===== config.mk =====
export PLATFORM = sky130hd
export DESIGN_NAME = sync_fifo_flags
export DESIGN_NICKNAME = d
export VERILOG_FILES = /design/src/rtl/sync_fifo_flags.sv
export SDC_FILE = /design/constraint.sdc
export NUM_CORES = 1
export LEC_CHECK = 0
export BUFFER_PORTS_ARGS = -buffer_cell sky130_fd_sc_hd__buf_2
export CORE_ASPECT_RATIO = 1.25
export CORE_MARGIN = 10
export CORE_UTILIZATION = 40
export CTS_BUF_LIST = sky130_fd_sc_hd__clkbuf_4 sky130_fd_sc_hd__clkbuf_8 sky130_fd_sc_hd__clkbuf_16
export DETAILED_ROUTE_END_ITERATION = 8
export GPL_TIMING_DRIVEN = 0
export PLACE_DENSITY = 0.58
export SLEW_MARGIN = 20
export SYNTH_ARGS = -nofsm -noshare
export SYNTH_HDL_FRONTEND = slang
export SYNTH_SLANG_ARGS = --single-unit

===== constraint.sdc =====
create_clock -name clk -period 5 [get_ports clk]
set_clock_uncertainty 0.2 [all_clocks]
set_input_delay 0.75 -clock clk [delete_from_list [all_inputs] [get_ports clk]]
set_output_delay 0.75 -clock clk [all_outputs]
set_load 0.1 [all_outputs]

===== src/rtl/sync_fifo_flags.sv =====
// sync_fifo_flags: single-clock FIFO with occupancy count, threshold flags, sticky error flags and optional FWFT read
// Flags and count come straight from the registered pointers, so they track accepted accesses with no lag.
module sync_fifo_flags #(
    parameter int DATA_WIDTH = 8,
    parameter int DATA_DEPTH = 16,
    parameter int AF_LEVEL = 12,
    parameter int AE_LEVEL = 4,
    parameter int FWFT = 0
) (
    input  logic                            clk,
    input  logic                            rst,
    input  logic                            wr_en,
    input  logic [DATA_WIDTH-1:0]           data_in,
    input  logic                            rd_en,
    output logic [DATA_WIDTH-1:0]           data_out,
    output logic                            full,
    output logic                            empty,
    output logic                            almost_full,
    output logic                            almost_empty,
    output logic [$clog2(DATA_DEPTH):0]     count,
    output logic                            overflow,
    output logic                            underflow,
    input  logic                            clr_err
);
    localparam int AW = $clog2(DATA_DEPTH);
    localparam logic [AW:0] DEPTH = (AW+1)'(DATA_DEPTH);
    localparam logic [AW:0] AF = (AW+1)'(AF_LEVEL);
    localparam logic [AW:0] AE = (AW+1)'(AE_LEVEL);
    logic [DATA_WIDTH-1:0] mem [DATA_DEPTH];
    logic [DATA_WIDTH-1:0] dout_q;
    logic [AW:0] wr_ptr, rd_ptr;
    logic rd_acc, wr_acc;
    assign count = wr_ptr - rd_ptr;
    assign full = count == DEPTH;
    assign empty = count == '0;
    assign almost_full = count >= AF;
    assign almost_empty = count <= AE;
    assign rd_acc = rd_en & ~empty;
    assign wr_acc = wr_en & (~full | rd_acc);
    assign data_out = FWFT != 0 ? mem[rd_ptr[AW-1:0]] : dout_q;
    always_ff @(posedge clk) begin
        if (wr_acc && !rst) mem[wr_ptr[AW-1:0]] <= data_in;
    end
    always_ff @(posedge clk) begin
        if (rst) begin
            wr_ptr <= '0;
            rd_ptr <= '0;
            dout_q <= '0;
            overflow <= 1'b0;
            underflow <= 1'b0;
        end else begin
            if (wr_acc) wr_ptr <= wr_ptr + 1'b1;
            if (rd_acc) begin
                rd_ptr <= rd_ptr + 1'b1;
                dout_q <= mem[rd_ptr[AW-1:0]];
            end
            // a fresh error in the clearing cycle wins over clr_err
            overflow <= (overflow & ~clr_err) | (wr_en & ~wr_acc);
            underflow <= (underflow & ~clr_err) | (rd_en & ~rd_acc);
        end
    end
endmodule

==> Implementation_results.wiki, run 1 <==
{| class="wikitable"
! Metric !! Value
|-
| Top post-synthesis cells by area || sky130_fd_sc_hd__edfxtp_1 64%, sky130_fd_sc_hd__mux4_2 12%, sky130_fd_sc_hd__dfxtp_1 6.7%
|-
| Flip-flop cell with the highest count after synthesis || sky130_fd_sc_hd__edfxtp_1
|-
| Setup bufs post-CTS || 0
|-
| VDD IR-drop max || 0.265 mV
|-
| Proportion of synthesized chip area in sequential cells || between 70 and 80%
|-
| Number of top-level design ports || 32
|-
| Avg Vias per Cell || about 5.6
|-
| Drt first-iter violations || 217
|-
| RePlAce Congestion || between 0.7 and 0.8
|-
| Crit path DAT || 3.03 ns
|-
| End point of the critical path || almost_empty
|-
| Final Hold Vio Count || 0
|-
| Post-DP HPWL || 9560 um
|-
| Finish-stage setup viols || 0
|-
| Post-layout instance area || 7130 sq um
|-
| Worst slew slack as a fraction of its limit || 45.8%
|-
| Post-Layout Cell Count || 595
|-
| Endpoint of the lowest-slack register-to-register path || mem[7][3]
|-
| Leading cell type in the layout, fill and taps excluded || sky130_fd_sc_hd__edfxtp_1
|-
| Slew Limit Fails || 0
|-
| IO Port Bufs || 31
|-
| Number of enable flip-flop cells after synthesis || 128
|-
| WS Path Type || register to output port
|-
| Cts hold-fix bufs || 0
|-
| Layout net count || 427
|-
| CP Capture Type || output port
|-
| Number of buffer and inverter stages on the critical path || 3
|-
| Post-DP Area || 6580 sq um
|-
| Number of vias in the routed layout || 3355
|-
| Initial Utilization || 41.2%
|-
| DRC errors left || 0
|-
| Post-layout minimum cycle time || 3.98 ns
|-
| Setup slack, reg-to-reg || roughly 1.1 ns
|-
| Launching element of the worst setup path || wr_ptr[0]
|-
| Clock network latency to the later pin of the worst-skew pair || approximately 0.4 ns
|-
| Fraction of post-synthesis cell area in the top cell type by area || around 64%
|-
| Synthesized netlist cell count || 338
|-
| Cell-by-cell listing of the critical path || inv_1, ha_1, fa_1, nand2b_1, a21oi_2, xor2_2, inv_2, a211oi_2, buf_2
|-
| Core region area || 14500 sq um
|-
| Unrepaired setup endpoints after global routing || false
|-
| First-pass GRT wire length || 21100 um
|-
| Worst min path class || register to register
|-
| Placed Cells incl. Taps || 563
|-
| Residual overflow from global routing || 0
|-
| Status || complete, no violations
|-
| Die W || approximately 130 um
|-
| All-Layer GR Usage || between 10% and 20%
|-
| CTS sink count || 148
|-
| Share of synthesized registers carrying an async set or reset || 0%
|-
| Die outline area || 20300 sq um
|-
| Startpoint of the most critical register-to-register path || rd_ptr[1]
|-
| CTS clk-pin slew, worst paths || 0.06 ns
|-
| Crit-path leading delay family || buffers and inverters
|-
| CTS tree || yes
|-
| Type of origin of the critical path || register
|-
| Relative area change from synthesis to final layout || 19.2%
|-
| Worst-case hold slack || 0.250 ns
|-
| Filler cells || ~1.2k
|-
| Largest net degree at the start of global routing || 17
|-
| Final antenna-violating net count || 0
|-
| Mapped cell area || 5980 sq um
|-
| CTS-repair resized insts || 0
|-
| Antenna fix cells || 0
|-
| Clock buffer count from CTS || 17
|-
| Mean Syn Cell Area || 17.7 sq um
|-
| Slowest cell on the critical path || sky130_fd_sc_hd__buf_2
|-
| Final cell utilization of the core || roughly half
|-
| Net count after synthesis || 361
|-
| Buffer cell driving the clock tree root || sky130_fd_sc_hd__clkbuf_16
|-
| Netlist cell types || 40
|-
| Fin crit share || 79.5%
|-
| Total wirelength of the detailed-routed design || 13600 um
|-
| Total stage count of the critical path || 9
|-
| Yosys warns || 0
|-
| Synth area leader || sky130_fd_sc_hd__edfxtp_1
|-
| Number of global-route vias before repair || 3490
|-
| Number of max-capacitance violations reported || 0
|-
| Req. time, crit path || 4.05 ns
|-
| Worst-case clock buffer depth || 2
|-
| Die Ht || approximately 160 um
|-
| Routed wire length per instance || 22.9 um
|-
| Initial antenna violation count || 0
|-
| Depth of the most critical reg-to-reg path || 10
|-
| Total of flip-flops plus latches after synthesis || 148
|-
| Fraction of layout cells with a size suffix above 1 || around a third
|-
| Number of iterations in the first detailed-routing pass || 4
|-
| PD cells || 560 nW/um^2
|-
| # H-tree levels || 4
|-
| Delay of the slowest critical-path stage || 0.45 ns
|-
| Timing-limited maximum frequency || about 250 MHz
|-
| Setup TNS || 0 ns
|-
| Actual slew at the worst max-slew pin || between 0.8 and 0.9 ns
|-
| Leakage dissipation || between 2 and 2.5 nW
|-
| FP Rows || between 40 and 50
|-
| Commonest cells after routing, fill and taps aside || 128 x sky130_fd_sc_hd__edfxtp_1, 38 x sky130_fd_sc_hd__buf_2, 32 x sky130_fd_sc_hd__mux4_2
|-
| Peak fanout along the critical path || 5
|}
flip-flops by register name, summed over array words and instances, names as in the netlist:
| name | cells |
|---|---|
| underflow | 1 |
| rd_ptr | 5 |
| data_out | 8 |
| overflow | 1 |
| mem | 128 |
| wr_ptr | 5 |
metal layers:
| metal | global-route usage, % | share of wire, % |
|---|---|---|
| met1 | 17.4 | 42 |
| met4 | 7.70 | 3.3 |
| met2 | 22.7 | 50 |
| met3 | 3.18 | 4.9 |
| met5 | 0 | 0 |
stage by stage:
step / worst slack, ns / power, mW
after global placement: 0.0875 / 2.85
after floorplan: 0.576 / 2.60
after detailed placement: 1.07 / 2.87
after global routing: 0.809 / 4.16
final: 1.02 / 4.00
after CTS: 0.988 / 4.03
report_power, final:
group | total [mW] | switching, mW | internal [mW]
sequential | 1.42 | 0.0265 | 1.39
combinational | 1.41 | 1.05 | 0.363
clock | 1.16 | 0.515 | 0.647
total | 4.00 | 1.59 | 2.40
cells by family after synthesis:
family | count (synthesis) | share of synthesized area [%]
buf+inv | 24 | 2.03
mux | 35 | 12.8
simple gates | 72 | 6.65
flops | 148 | 70.9
compound gates | 42 | 4.16
fa+ha+maj | 10 | 2.22
xor+xnor | 7 | 1.28
cell usage after synthesis (2+ instances only):
cell type,n
sky130_fd_sc_hd__mux4_2,32
sky130_fd_sc_hd__nor3_1,4
sky130_fd_sc_hd__a21oi_1,16
sky130_fd_sc_hd__o21ai_0,2
sky130_fd_sc_hd__nor2_1,11
sky130_fd_sc_hd__nor4_1,4
sky130_fd_sc_hd__nor2b_1,3
sky130_fd_sc_hd__xnor2_1,2
sky130_fd_sc_hd__nor3_2,2
sky130_fd_sc_hd__mux2i_1,2
sky130_fd_sc_hd__buf_4,5
sky130_fd_sc_hd__inv_1,7
sky130_fd_sc_hd__xor2_1,3
sky130_fd_sc_hd__o21ai_1,3
sky130_fd_sc_hd__clkbuf_1,6
sky130_fd_sc_hd__nor4b_1,8
sky130_fd_sc_hd__ha_1,9
sky130_fd_sc_hd__nand2_1,22
sky130_fd_sc_hd__dfxtp_1,20
sky130_fd_sc_hd__edfxtp_1,128
sky130_fd_sc_hd__buf_2,4
sky130_fd_sc_hd__or3_1,12
sky130_fd_sc_hd__o22ai_1,16
worst min-delay path, stage by stage, from the launching register on:
cell	delay, ns
sky130_fd_sc_hd__dfxtp_1	0.31
sky130_fd_sc_hd__nand2_1	0.05
sky130_fd_sc_hd__a21oi_1	0.05
worst min-delay path by stage:
stage | from | endpoint | slack [ns] | cells after the start
after floorplan | wr_ptr[4] | wr_ptr[4] | 0.26 | 2
after global placement | data_out[7] | data_out[7] | 0.24 | 2
after detailed placement | data_out[0] | data_out[0] | 0.25 | 2
after CTS | data_out[0] | data_out[0] | 0.25 | 2
after global routing | data_out[5] | data_out[5] | 0.28 | 2
final | data_out[6] | data_out[6] | 0.25 | 2
final cells by class:
| type | instances | area, sq um | share of cell area (%) |
|---|---|---|---|
| clock buffer | 17 | 425 | 5.97 |
| tap | 178 | 223 | 3.12 |
| timing repair buffer | 47 | 268 | 3.76 |
| multi-input combinational | 166 | 1730 | 24.2 |
| inverter | 8 | 30.0 | 0.421 |
| buffer | 16 | 91.3 | 1.28 |
| sequential | 148 | 4240 | 59.5 |
| clock inverter | 15 | 123 | 1.72 |
No activity file was read; power rests on OpenSTA's default activity.
==> run 2: changes to the inputs <==
Clock period 5 ns to 3.8 ns, I/O delays scaled along.
==> Implementation_results.wiki, run 2 (same netlist as run 1, synthesis figures left out) <==
{| class="wikitable"
! Metric !! Value
|-
| Number of max-capacitance violations reported || 0
|-
| Design Power || ~5.5 mW
|-
| Max FFs per register || 128
|-
| Worst-case hold slack || 0.251 ns
|-
| Cts hold-fix bufs || 0
|-
| Antenna fix cells || 0
|-
| Post-Layout Cell Count || 581
|-
| Core region area || around 15000 sq um
|-
| Share of total power in sequential cells || around 34%
|-
| Switch Pwr || 2.02 mW
|-
| IO Port Bufs || 31
|-
| Leading cell type in the layout, fill and taps excluded || sky130_fd_sc_hd__edfxtp_1
|-
| CTS sink count || 148
|-
| VDD IR-drop max || 0.323 mV
|-
| Worst min path class || register to register
|-
| Filler cells || 1185
|-
| Number of vias in the routed layout || around 3.2k
|-
| Leakage dissipation || 2.35 nW
|-
| RePlAce Congestion || 0.786
|-
| Unrepaired setup endpoints after global routing || true
|-
| Clock buffer count from CTS || 17
|-
| CTS tree || yes
|-
| Crit path DAT || 2.85 ns
|-
| CTS clk-pin slew, worst paths || 0.06 ns
|-
| Initial Utilization || 41.2%
|-
| Fraction of layout cells with a size suffix above 1 || 34.0%
|-
| Slew Limit Fails || 0
|-
| Type of origin of the critical path || register
|-
| Status || complete, no violations
|-
| Relative area change from synthesis to final layout || 21.2%
|-
| Portion of total power attributed to the clock network || 31.1%
|-
| Post-route worst setup slack || 0.184 ns
|-
| Pre-CTS WS || -0.346 ns
|-
| # H-tree levels || 4
|-
| Post-DP HPWL || 8620 um
|-
| Crit-path leading delay family || adder cells
|-
| Finish-stage setup viols || 0
|-
| Placed Cells incl. Taps || 547
|-
| Number of iterations in the first detailed-routing pass || 5
|-
| Final Hold Vio Count || 0
|-
| Initial antenna violation count || 0
|-
| Delay of the slowest critical-path stage || around 0.4 ns
|-
| Fin crit share || 95.2%
|-
| All-Layer GR Usage || 13.7%
|-
| Largest net degree at the start of global routing || 17
|-
| Total area of multi-input combinational cells || 1870 sq um
|-
| Worst slew slack as a fraction of its limit || about 29%
|-
| First-pass GRT wire length || 19900 um
|-
| Commonest cells after routing, fill and taps aside || 128 x sky130_fd_sc_hd__edfxtp_1, 33 x sky130_fd_sc_hd__buf_2, 32 x sky130_fd_sc_hd__mux4_2
|-
| Buffer cell driving the clock tree root || sky130_fd_sc_hd__clkbuf_16
|-
| CP Capture Type || output port
|-
| Req. time, crit path || 3.03 ns
|-
| Total wirelength of the detailed-routed design || 13100 um
|-
| DRC errors left || 0
|-
| Timing-limited maximum frequency || between 200 and 300 MHz
|-
| Final antenna-violating net count || 0
|-
| FP Rows || 49
|-
| PD cells || 761 nW/um^2
|-
| Clock network latency to the later pin of the worst-skew pair || 0.43 ns
|-
| Drt first-iter violations || 234
|-
| Cell-by-cell listing of the critical path || inv_1, ha_1, fa_2, nand2b_1, a21oi_2, xor2_2, inv_2, a211oi_2, buf_6
|-
| Routed wire length per instance || 22.6 um
|-
| Actual slew at the worst max-slew pin || 1.06 ns
|-
| Area of all sequential standard cells || 4240 sq um
|-
| Post-layout minimum cycle time || 3.62 ns
|-
| Int Power || ~3.5 mW
|-
| Number of top-level design ports || 32
|-
| Die Ht || 157 um
|-
| Avg Vias per Cell || 5.54
|-
| Die outline area || approximately 20000 sq um
|-
| Setup slack, reg-to-reg || 0.25 ns
|-
| Peak fanout along the critical path || 5
|-
| Residual overflow from global routing || 0
|-
| Number of global-route vias before repair || 3358
|-
| Worst-case clock buffer depth || 2
|-
| Comb pwr share || 35.0%
|-
| Die W || 129 um
|-
| Final cell utilization of the core || 49.9%
|-
| Number of buffer and inverter stages on the critical path || 3
|-
| WS Path Type || register to output port
|-
| Layout net count || about 410
|-
| Slowest cell on the critical path || sky130_fd_sc_hd__dfxtp_1
|-
| Switching power as a share of total power || 36.7%
|}
run 2: through the flow:
step | TNS [ns] | area (sq um)
2_1_floorplan | -0.527 | 6100
3_3_place_gp | -34.16 | 6470
3_5_place_dp | -11.82 | 6570
4_1_cts | 0 | 7230
5_1_grt | -0.00619 | 7250
6_report | 0 | 7250
run 2: final timing paths:
kind	start	end	cells past startpoint
setup / recovery	wr_ptr[0]	almost_empty	9
hold / removal	data_out[1]	data_out[1]	2
setup reg to reg	rd_ptr[1]	mem[14][3]	9
hold reg to reg	data_out[1]	data_out[1]	2
run 2: layout make-up:
cell class,instances,share of cell area [%]
buffer,16,1.28
clock buffer,26,7.06
clock inverter,5,1.38
inverter,8,0.414
multi-input combinational,166,25.7
sequential,148,58.5
tap,178,3.07
timing repair buffer,34,2.57
run 2: worst register-to-register path: stages (launching register included):
cell,delay (ns)
sky130_fd_sc_hd__dfxtp_1,0.42
sky130_fd_sc_hd__clkbuf_2,0.35
sky130_fd_sc_hd__inv_1,0.11
sky130_fd_sc_hd__ha_1,0.29
sky130_fd_sc_hd__nand3b_1,0.07
sky130_fd_sc_hd__nand2_1,0.23
sky130_fd_sc_hd__mux2i_4,0.38
sky130_fd_sc_hd__nor3_2,0.10
sky130_fd_sc_hd__buf_2,0.27
sky130_fd_sc_hd__nor3_2,0.74
run 2: metal layers:
metal	GRT usage, %	wire length [um]	up-vias
met5	0	0	-
met4	7.22	362	0
met3	3.82	499	18
met2	23.5	6920	66
met1	15.2	5320	1677
li1	-	-	1459
run 2: power by group through the flow:
stage	Combinational, mW	Clock (mW)	Sequential, mW
after global placement	1.87	0	1.90
after detailed placement	1.89	0	1.90
after CTS	1.92	1.75	1.87
after floorplan	1.29	0	2.16
final	1.93	1.72	1.87
after global routing	2.04	1.82	1.88
run 2: timing repair:
action,4_1_cts,5_1_grt
buffers inserted,0,3
endpoints found under the setup margin,122,84
pin swaps,0,0
gates resized for setup,9,1
